`src/rtl/xor_stream_sequencer.sv`:
```
// ---------------------------------------------------------------------------
// xor_stream_sequencer
//
// Sequences a byte-wide XOR cipher over a stream of message bytes using a
// repeating multi-byte key. The key lives in a small register file that is
// loaded one byte at a time while idle. A start command latches the message
// length. Each accepted input byte is XORed with the key byte at a rotating
// index and presented on a registered valid/ready output. A one-cycle done
// pulse follows the handshake of the last output byte.
//
// Ports:
//   CLOCK_50   in   system clock, rising edge
//   reset      in   asynchronous active-high reset
//   key_wr     in   write key_byte into the next key slot (IDLE only)
//   key_byte   in   [7:0] key byte to write
//   key_clear  in   invalidate key, rewind write pointer (IDLE only)
//   key_valid  out  every key slot written since the last clear/reset
//   start      in   begin a message (sampled in IDLE only)
//   msg_len    in   [LEN_W-1:0] message length in bytes, latched on start
//   in_valid   in   in_byte is valid
//   in_ready   out  block accepts in_byte this cycle
//   in_byte    in   [7:0] plaintext/ciphertext byte
//   out_valid  out  out_byte is valid
//   out_ready  in   sink accepts out_byte
//   out_byte   out  [7:0] in_byte XOR key byte
//   abort      in   terminate the current message (RUN/DRAIN only)
//   busy       out  high in RUN or DRAIN
//   done       out  one-cycle pulse after the last output handshake
//   err        out  one-cycle pulse on start without a valid key
// ---------------------------------------------------------------------------
module xor_stream_sequencer #(
  parameter int KEY_BYTES = 4,
  parameter int LEN_W     = 16
) (
  input  logic             CLOCK_50,
  input  logic             reset,
  input  logic             key_wr,
  input  logic [7:0]       key_byte,
  input  logic             key_clear,
  output logic             key_valid,
  input  logic             start,
  input  logic [LEN_W-1:0] msg_len,
  input  logic             in_valid,
  output logic             in_ready,
  input  logic [7:0]       in_byte,
  output logic             out_valid,
  input  logic             out_ready,
  output logic [7:0]       out_byte,
  input  logic             abort,
  output logic             busy,
  output logic             done,
  output logic             err
);

  localparam int IDX_W = (KEY_BYTES > 1) ? $clog2(KEY_BYTES) : 1;
  localparam logic [IDX_W-1:0] LAST_IDX = IDX_W'(KEY_BYTES - 1);

  typedef enum logic [1:0] {
    IDLE  = 2'd0,
    RUN   = 2'd1,
    DRAIN = 2'd2
  } state_t;

  state_t           r_state;
  state_t           w_nextState;

  logic [7:0]       r_keyMem [KEY_BYTES];
  logic [IDX_W-1:0] r_wptr;
  logic             r_keyValid;
  logic [IDX_W-1:0] r_kidx;
  logic [LEN_W-1:0] r_remaining;
  logic             r_outValid;
  logic [7:0]       r_outByte;
  logic             r_done;
  logic             r_err;

  logic             w_inReady;
  logic             w_inHs;
  logic             w_outHs;
  logic             w_lastIn;

  // The single output register can take a new byte whenever it is empty or
  // is being emptied in the same cycle, which gives full throughput.
  assign w_inReady = (r_state == RUN) && (!r_outValid || out_ready);
  // The remaining!=0 term keeps the counter from ever wrapping below zero.
  assign w_inHs    = in_valid && w_inReady && (r_remaining != '0);
  assign w_outHs   = r_outValid && out_ready;
  assign w_lastIn  = w_inHs && (r_remaining == LEN_W'(1));

  // State register.
  always_ff @(posedge CLOCK_50 or posedge reset) begin
    if (reset) begin
      r_state <= IDLE;
    end else begin
      r_state <= w_nextState;
    end
  end

  // Next-state logic. Abort wins over any handshake in the same cycle; a
  // start with no key or a zero length never leaves IDLE.
  always_comb begin
    w_nextState = r_state;
    case (r_state)
      IDLE: begin
        if (start && r_keyValid && (msg_len != '0)) begin
          w_nextState = RUN;
        end
      end
      RUN: begin
        if (abort) begin
          w_nextState = IDLE;
        end else if (w_lastIn) begin
          w_nextState = DRAIN;
        end
      end
      DRAIN: begin
        if (abort || w_outHs) begin
          w_nextState = IDLE;
        end
      end
      default: w_nextState = IDLE;
    endcase
  end

  // Key register file. Writes and clears are only honoured while idle so a
  // message in flight always sees a stable key. Clear only rewinds the
  // pointer and drops key_valid; the stored bytes are left in place.
  always_ff @(posedge CLOCK_50 or posedge reset) begin
    if (reset) begin
      for (int i = 0; i < KEY_BYTES; i++) begin
        r_keyMem[i] <= 8'h00;
      end
      r_wptr     <= '0;
      r_keyValid <= 1'b0;
    end else if (r_state == IDLE) begin
      if (key_clear) begin
        r_wptr     <= '0;
        r_keyValid <= 1'b0;
      end else if (key_wr) begin
        r_keyMem[r_wptr] <= key_byte;
        if (r_wptr == LAST_IDX) begin
          r_wptr     <= '0;
          r_keyValid <= 1'b1;
        end else begin
          r_wptr <= r_wptr + IDX_W'(1);
        end
      end
    end
  end

  // Datapath, length counter and status pulses. done/err default low every
  // cycle so they can only ever be single-cycle pulses.
  always_ff @(posedge CLOCK_50 or posedge reset) begin
    if (reset) begin
      r_kidx      <= '0;
      r_remaining <= '0;
      r_outValid  <= 1'b0;
      r_outByte   <= 8'h00;
      r_done      <= 1'b0;
      r_err       <= 1'b0;
    end else begin
      r_done <= 1'b0;
      r_err  <= 1'b0;
      case (r_state)
        IDLE: begin
          if (start) begin
            if (!r_keyValid) begin
              r_err <= 1'b1;
            end else if (msg_len == '0) begin
              r_done <= 1'b1;
            end else begin
              r_remaining <= msg_len;
              r_kidx      <= '0;
            end
          end
        end
        RUN: begin
          if (abort) begin
            r_outValid <= 1'b0;
          end else if (w_inHs) begin
            r_outByte   <= in_byte ^ r_keyMem[r_kidx];
            r_outValid  <= 1'b1;
            r_kidx      <= (r_kidx == LAST_IDX) ? '0 : r_kidx + IDX_W'(1);
            r_remaining <= r_remaining - LEN_W'(1);
          end else if (w_outHs) begin
            r_outValid <= 1'b0;
          end
        end
        DRAIN: begin
          if (abort) begin
            r_outValid <= 1'b0;
          end else if (w_outHs) begin
            r_outValid <= 1'b0;
            r_done     <= 1'b1;
          end
        end
        default: begin
          r_outValid <= 1'b0;
        end
      endcase
    end
  end

  assign key_valid = r_keyValid;
  assign in_ready  = w_inReady;
  assign out_valid = r_outValid;
  assign out_byte  = r_outByte;
  assign busy      = (r_state != IDLE);
  assign done      = r_done;
  assign err       = r_err;

endmodule

```
`config.mk`:
```
export PLATFORM = sky130hd
export DESIGN_NAME = xor_stream_sequencer
export DESIGN_NICKNAME = d
export VERILOG_FILES = /design/src/rtl/xor_stream_sequencer.sv
export SDC_FILE = /design/constraint.sdc
export NUM_CORES = 1
export LEC_CHECK = 0
export ABC_AREA = 1
export CAP_MARGIN = 20
export CORE_MARGIN = 5
export CORE_UTILIZATION = 35
export CTS_CLUSTER_SIZE = 24
export DETAILED_ROUTE_END_ITERATION = 10
export MAX_ROUTING_LAYER = met4
export SYNTH_ARGS = -nofsm -noshare
export SYNTH_HDL_FRONTEND = slang
export SYNTH_SLANG_ARGS = --single-unit
```
`constraint.sdc`:
```
create_clock -name CLOCK_50 -period 3.45 [get_ports CLOCK_50]
set_clock_uncertainty 0.05 [all_clocks]
set_input_delay 0.345 -clock CLOCK_50 [delete_from_list [all_inputs] [get_ports CLOCK_50]]
set_output_delay 0.345 -clock CLOCK_50 [all_outputs]
set_load 0.005 [all_outputs]
```
After elaboration in Yosys (flattened, before gate mapping)
Index checks and enable logic that the tools add are counted.
{"block": "word_totals", "regBits": 66, "in_bits": 40, "wordCells": 106}
{"block": "op_classes", "n_addsub": 3, "order_cmp": 3, "eq_ne": 13, "mux": 44, "bitwise": 5, "n_reduce_logical": 25}
{"cell": "$mux 16", "n": 5}
{"cell": "$bwmux 32", "n": 1}
{"cell": "$pmux 16 s2", "n": 1}
{"cell": "$reduce_bool 16->1", "n": 2}
{"cell": "$mux 2", "n": 13}
{"cell": "$mux 8", "n": 3}
{"cell": "$bmux 8 s2", "n": 1}
{"cell": "$demux 8 s2", "n": 1}
{"cell": "$eq 16x1->1 const B", "n": 1}
{"cell": "$logic_not 16->1", "n": 1}
{"cell": "$sub 16x1->16 const B", "n": 1}
{"cell": "$mux 1", "n": 15}
{"cell": "$ne 2x2->1 const B", "n": 7}
{"cell": "$reduce_and 3->1", "n": 4}
{"cell": "$logic_and 1x1->1", "n": 8}
{"cell": "$reduce_bool 2->1", "n": 4}
{"cell": "$xor 8x8->8", "n": 1}
{"cell": "$eq 2x2->1 const B", "n": 3}
{"cell": "$ge 3x3->1 const B", "n": 2}
{"cell": "$not 2->3", "n": 2}
{"cell": "$pmux 2 s3", "n": 1}
{"cell": "$reduce_and 6->1", "n": 1}
{"cell": "$add 2x1->2 const B", "n": 2}
{"cell": "$pmux 2 s2", "n": 1}
{"cell": "other kinds (10)", "n": 12}

Logic depth before layout (Yosys ltp)
{"block": "depth", "word_depth": 9, "mapped_depth": 11}

Least setup slack after synthesis
Ideal clock, no wire load.
{"block": "synth_timing", "path_type": "register to register", "start": "register r_state[0]", "end": "register r_keyMem[0] in the netlist's numbering", "setup_time_ns": 0.126, "arrival_time_ns": 1.483, "t_required_ns": 3.274, "setup_slack_ns": 1.791, "path_stages_with_launch": 9, "path_cell_list": "dfrtp_1 inv_1 ha_1 inv_1 nor3_4 nand2_1 buf_2 nand2_1 o21ai_0"}
{"block": "synth_between", "elab_chain_len": 2}
{"item": "from (decl)", "line": "64", "rtl": "state_t r_state;"}
{"item": "from (signal assigned)", "line": "95", "rtl": "r_state <= w_nextState;"}
{"item": "$logic_not 2->1", "line": "135", "rtl": "end else if (r_state == IDLE) begin"}
{"item": "$reduce_and 3->1 (no source line)"}
{"item": "to (signal, indexed assignment)", "line": "140", "rtl": "r_keyMem[r_wptr] <= key_byte;"}
{"item": "to (decl)", "line": "67", "rtl": "logic [7:0] r_keyMem [KEY_BYTES];"}
Every way passes these cells.
A chain may end at the register's enable or synchronous reset.

Worst setup path in the final report
{"block": "layout_timing", "start": "register r_state[1]", "end": "output in_ready"}
{"block": "layout_between", "elab_chain_len": 2}
{"item": "$eq 2x1->1", "line": "84", "rtl": "assign w_inReady = (r_state == RUN) && (!r_outValid || out_ready);"}
{"item": "$logic_and 1x1->1", "line": "84"}
{"item": "to (decl)", "line": "44", "rtl": "output logic in_ready,"}
Every way passes these cells.

==> impl_metrics.csv <==
group,metric,value,unit
status,run_status,"complete, no violations",
clock_network,clk_pin_slew,0.07,ns
synthesis,synth_fp_nets,568,
synthesis,synthesis.yosys.warnings,0,
clock_network,cts-root-to-sink-buffers,2,
clock_network,numCtsBuffers,9,
final_layout,growth_of_design_area_from_synthesis_to_finish,22.8,%
synthesis,synth-compound-area-share,8.54,%
sta,grt_setup_unrepaired,"false",
global_routing,globalRoute.totalOverflow,0,
placement,place.detailed.instances,695,
clock_network,clock_tree.root_cell,"sky130_fd_sc_hd__clkbuf_8",
drt,post_detailed_route_count_of_antenna_violating_nets,0,
setup_path,critical_path.endpoint_type,"output port",
clock_network,cts.htree.levels,3,
sta,finalCritPeriodShare,72.3,%
sta,finalHoldViolCount,0,
die,initial_utilization,36.0,%
clock_network,cts_resized,0,
placement,detailedPlacementHpwl,6820,um
final_layout,nFillCells,1070,
final_layout,multi_input_area,1840,um2
hold_path,timing.hold.worst_path_depth,2,
clock_network,worst_skew_pair.late_latency,0.34,ns
pwr,vdd_drop_max,0.000266,V
global_routing,grt_pass1_wl,15500,um
synthesis,synthSimpleGateAreaFrac,35.4,%
synthesis,seq_area_frac_synth,44.4,%
sta,setup_viol_count_final,0,
synthesis,synth_top_family_by_area,"simple AND/OR/NAND/NOR gates",
global_routing,antenna_violations_before_repair,0,
drt,drc_errors,0,
global_routing,first_global_vias,3318,
synthesis,post_synth_num_cell_types,23,
sta,timing.final.max_slew_violations,0,
placement,routability_congestion_estimate,0.830,
setup_path,startpoint_type,"register",
pwr,power_leakage,0.00225,uW
final_layout,ant_diodes,0,
job,drv.max_cap_violation_count,0,
global_routing,largest_net_degree_at_the_start_of_global_routing,42,
clock_network,numClockSinks,66,
final_layout,postLayoutCellArea,4570,um2
drt,wirelength,9270,um
final_layout,nNetsFinal,621,
die,fp.dieArea,12800,um2
synthesis,synth_fa_ha_area_share,3.70,%
drt,route.detailed.vias_per_inst,4.73,
setup_path,criticalPathCategory,"register to output port",
placement,buffer_ports.inserted,53,
final_layout,layout_commonest_cell,"sky130_fd_sc_hd__nand2_1",
clock_network,cts_tree,"built",
sta,period_minus_slack,2.50,ns
setup_path,critical_path_required,3.05,ns
synthesis,yosys.area_share.xor_xnor,1.88,%
synthesis,yosys-mux-area-fraction,0,%
pwr,power_density,831,nW/um2
global_routing,globalRouteTotalUtil,15.6,%
final_layout,post_route_cells_drive_above_1_share,4.70,%
setup_path,r2r_setup_slack,1.00,ns
synthesis,synth.avg_cell_area,7.20,um2
setup_path,r2r_start,"r_state[1]$_DFFE_PP0P_",
synthesis,synth.ff_latch_count,66,
die,die_width,113,um
placement,placedInstanceArea,4380,um2
setup_path,worstPathArrival,2.10,ns
setup_path,critical_path.max_fanout,22,
synthesis,post_synthesis_cell_area,3720,um2
sta,finalSetupTns,0,ns
hold_path,worst_hold_path_type,"register to register",
setup_path,reg2reg_path_depth,11,
drt,drt_first_pass_iters,5,
clock_network,cts_setup_buffers,0,
die,die_h,113,um
die,core_area,10300,um2
drt,drt_iter0_markers,152,
synthesis,postSynthCellCount,517,
hold_path,timing.hold.worst_endpoint,"r_keyMem[13]$_DFFE_PP0P_",
sta,tightestPinTransition,0.886,ns
clock_network,postCtsHoldBufs,0,
drt,routedWlPerCell,13.1,um
setup_path,r2r-end,"r_remaining[0]$_DFFE_PP0P_",
final_layout,final_cell_mix,"sky130_fd_sc_hd__nand2_1 (218), sky130_fd_sc_hd__dfrtp_1 (66), sky130_fd_sc_hd__clkdlybuf4s50_1 (53)",
drt,detailroute.via_count,3357,
die,number_of_i_o_pins,54,
sta,rel_slew_slack,40.8,%
die,core.rowCount,37,
hold_path,timing.hold.worst.start,"r_keyMem[13]$_DFFE_PP0P_",
final_layout,finalNonFillerCells,710,
final_layout,ff_latch_area,1650,um2
sta,max_clock_freq,0.401,GHz
final_layout,post-route-util,44.2,%
-- cells by family after synthesis --
kind of cell               count (synthesis)
buffers and inverters                     54
xor gates and xnor gates                   8
AOI/OAI and AO/OA                         61
and+or+nand+nor                          317
adders and majority gates                 11
DFF                                       66
-- final cells by class --
| class | instances | share of cell area [%] |
|---|---|---|
| Clock inverter | 6 | 1.51 |
| Clock buffer | 9 | 2.71 |
| Inverter | 38 | 3.12 |
| Multi-Input combinational cell | 397 | 40.3 |
| Timing Repair Buffer | 58 | 12.4 |
| Tap cell | 136 | 3.73 |
| Sequential cell | 66 | 36.2 |
-- Yosys cell counts --
cell | count | area share [%]
sky130_fd_sc_hd__a21oi_1 | 5 | 0.67
sky130_fd_sc_hd__a31oi_1 | 1 | 0.17
sky130_fd_sc_hd__and2_1 | 1 | 0.17
sky130_fd_sc_hd__buf_2 | 12 | 1.6
sky130_fd_sc_hd__buf_6 | 1 | 0.30
sky130_fd_sc_hd__clkbuf_1 | 3 | 0.30
sky130_fd_sc_hd__dfrtp_1 | 66 | 44
sky130_fd_sc_hd__ha_1 | 11 | 3.7
sky130_fd_sc_hd__inv_1 | 38 | 3.8
sky130_fd_sc_hd__nand2_1 | 218 | 22
sky130_fd_sc_hd__nand2_2 | 1 | 0.17
sky130_fd_sc_hd__nand2_4 | 1 | 0.30
sky130_fd_sc_hd__nand3_1 | 46 | 6.2
sky130_fd_sc_hd__nand3_4 | 2 | 0.94
sky130_fd_sc_hd__nand3b_1 | 2 | 0.40
sky130_fd_sc_hd__nor2_1 | 41 | 4.1
sky130_fd_sc_hd__nor3_1 | 3 | 0.40
sky130_fd_sc_hd__nor3_2 | 1 | 0.27
sky130_fd_sc_hd__nor3_4 | 1 | 0.44
sky130_fd_sc_hd__o21ai_0 | 51 | 6.9
sky130_fd_sc_hd__o21bai_1 | 3 | 0.61
sky130_fd_sc_hd__o32ai_1 | 1 | 0.24
sky130_fd_sc_hd__xor2_1 | 8 | 1.9
-- stage by stage --
stage	hold slack, ns	power, uW	setup WS, ns
2_1_floorplan	0.403	2630	1.40
3_3_place_gp	0.416	3140	1.09
3_5_place_dp	0.423	3190	1.00
4_1_cts	0.441	3840	0.919
5_1_grt	0.460	4180	0.756
6_report	0.435	3800	0.954
-- registers in the layout, summed over array words and instances, names as in the netlist --
register,flops
done,1
err,1
key_valid,1
out_byte,8
out_valid,1
r_keyMem,32
r_kidx,2
r_remaining,16
r_state,2
r_wptr,2
-- report_power, final --
| part | switching (uW) | internal, uW | total, uW |
|---|---|---|---|
| combinational | 1110 | 697 | 1810 |
| sequential | 260 | 1090 | 1350 |
| clock | 301 | 332 | 632 |
| total | 1680 | 2120 | 3800 |
-- worst max-delay path by stage --
stage,from,endpoint,slack [ns]
after CTS,r_state[1]$_DFFE_PP0P_,in_ready,0.92
after global routing,r_state[1]$_DFFE_PP0P_,r_remaining[7]$_DFFE_PP0P_,0.76
after detailed placement,r_state[1]$_DFFE_PP0P_,r_remaining[6]$_DFFE_PP0P_,1.00
after floorplan,reset,done$_DFF_PP0_,1.40
after global placement,r_state[1]$_DFFE_PP0P_,r_remaining[11]$_DFFE_PP0P_,1.09
final,r_state[1]$_DFFE_PP0P_,in_ready,0.95
-- per-layer routing --
layer  track usage [%]  wire (um)  vias up
met4              6.41        116        0
met1              18.3       4230     1555
met2              27.0       4660       52
li1                  -          -     1742
met5                 -          0        -
met3              1.98        254        8
-- worst max-delay path: stages (launching register included) --
cell                              delay [ns]
sky130_fd_sc_hd__dfrtp_1                0.40
sky130_fd_sc_hd__inv_1                  0.08
sky130_fd_sc_hd__ha_1                   0.14
sky130_fd_sc_hd__buf_4                  0.25
sky130_fd_sc_hd__inv_1                  0.06
sky130_fd_sc_hd__buf_4                  0.21
sky130_fd_sc_hd__nor2_1                 0.11
sky130_fd_sc_hd__clkdlybuf4s50_1        0.51
Power figures use the tool's default switching activity.
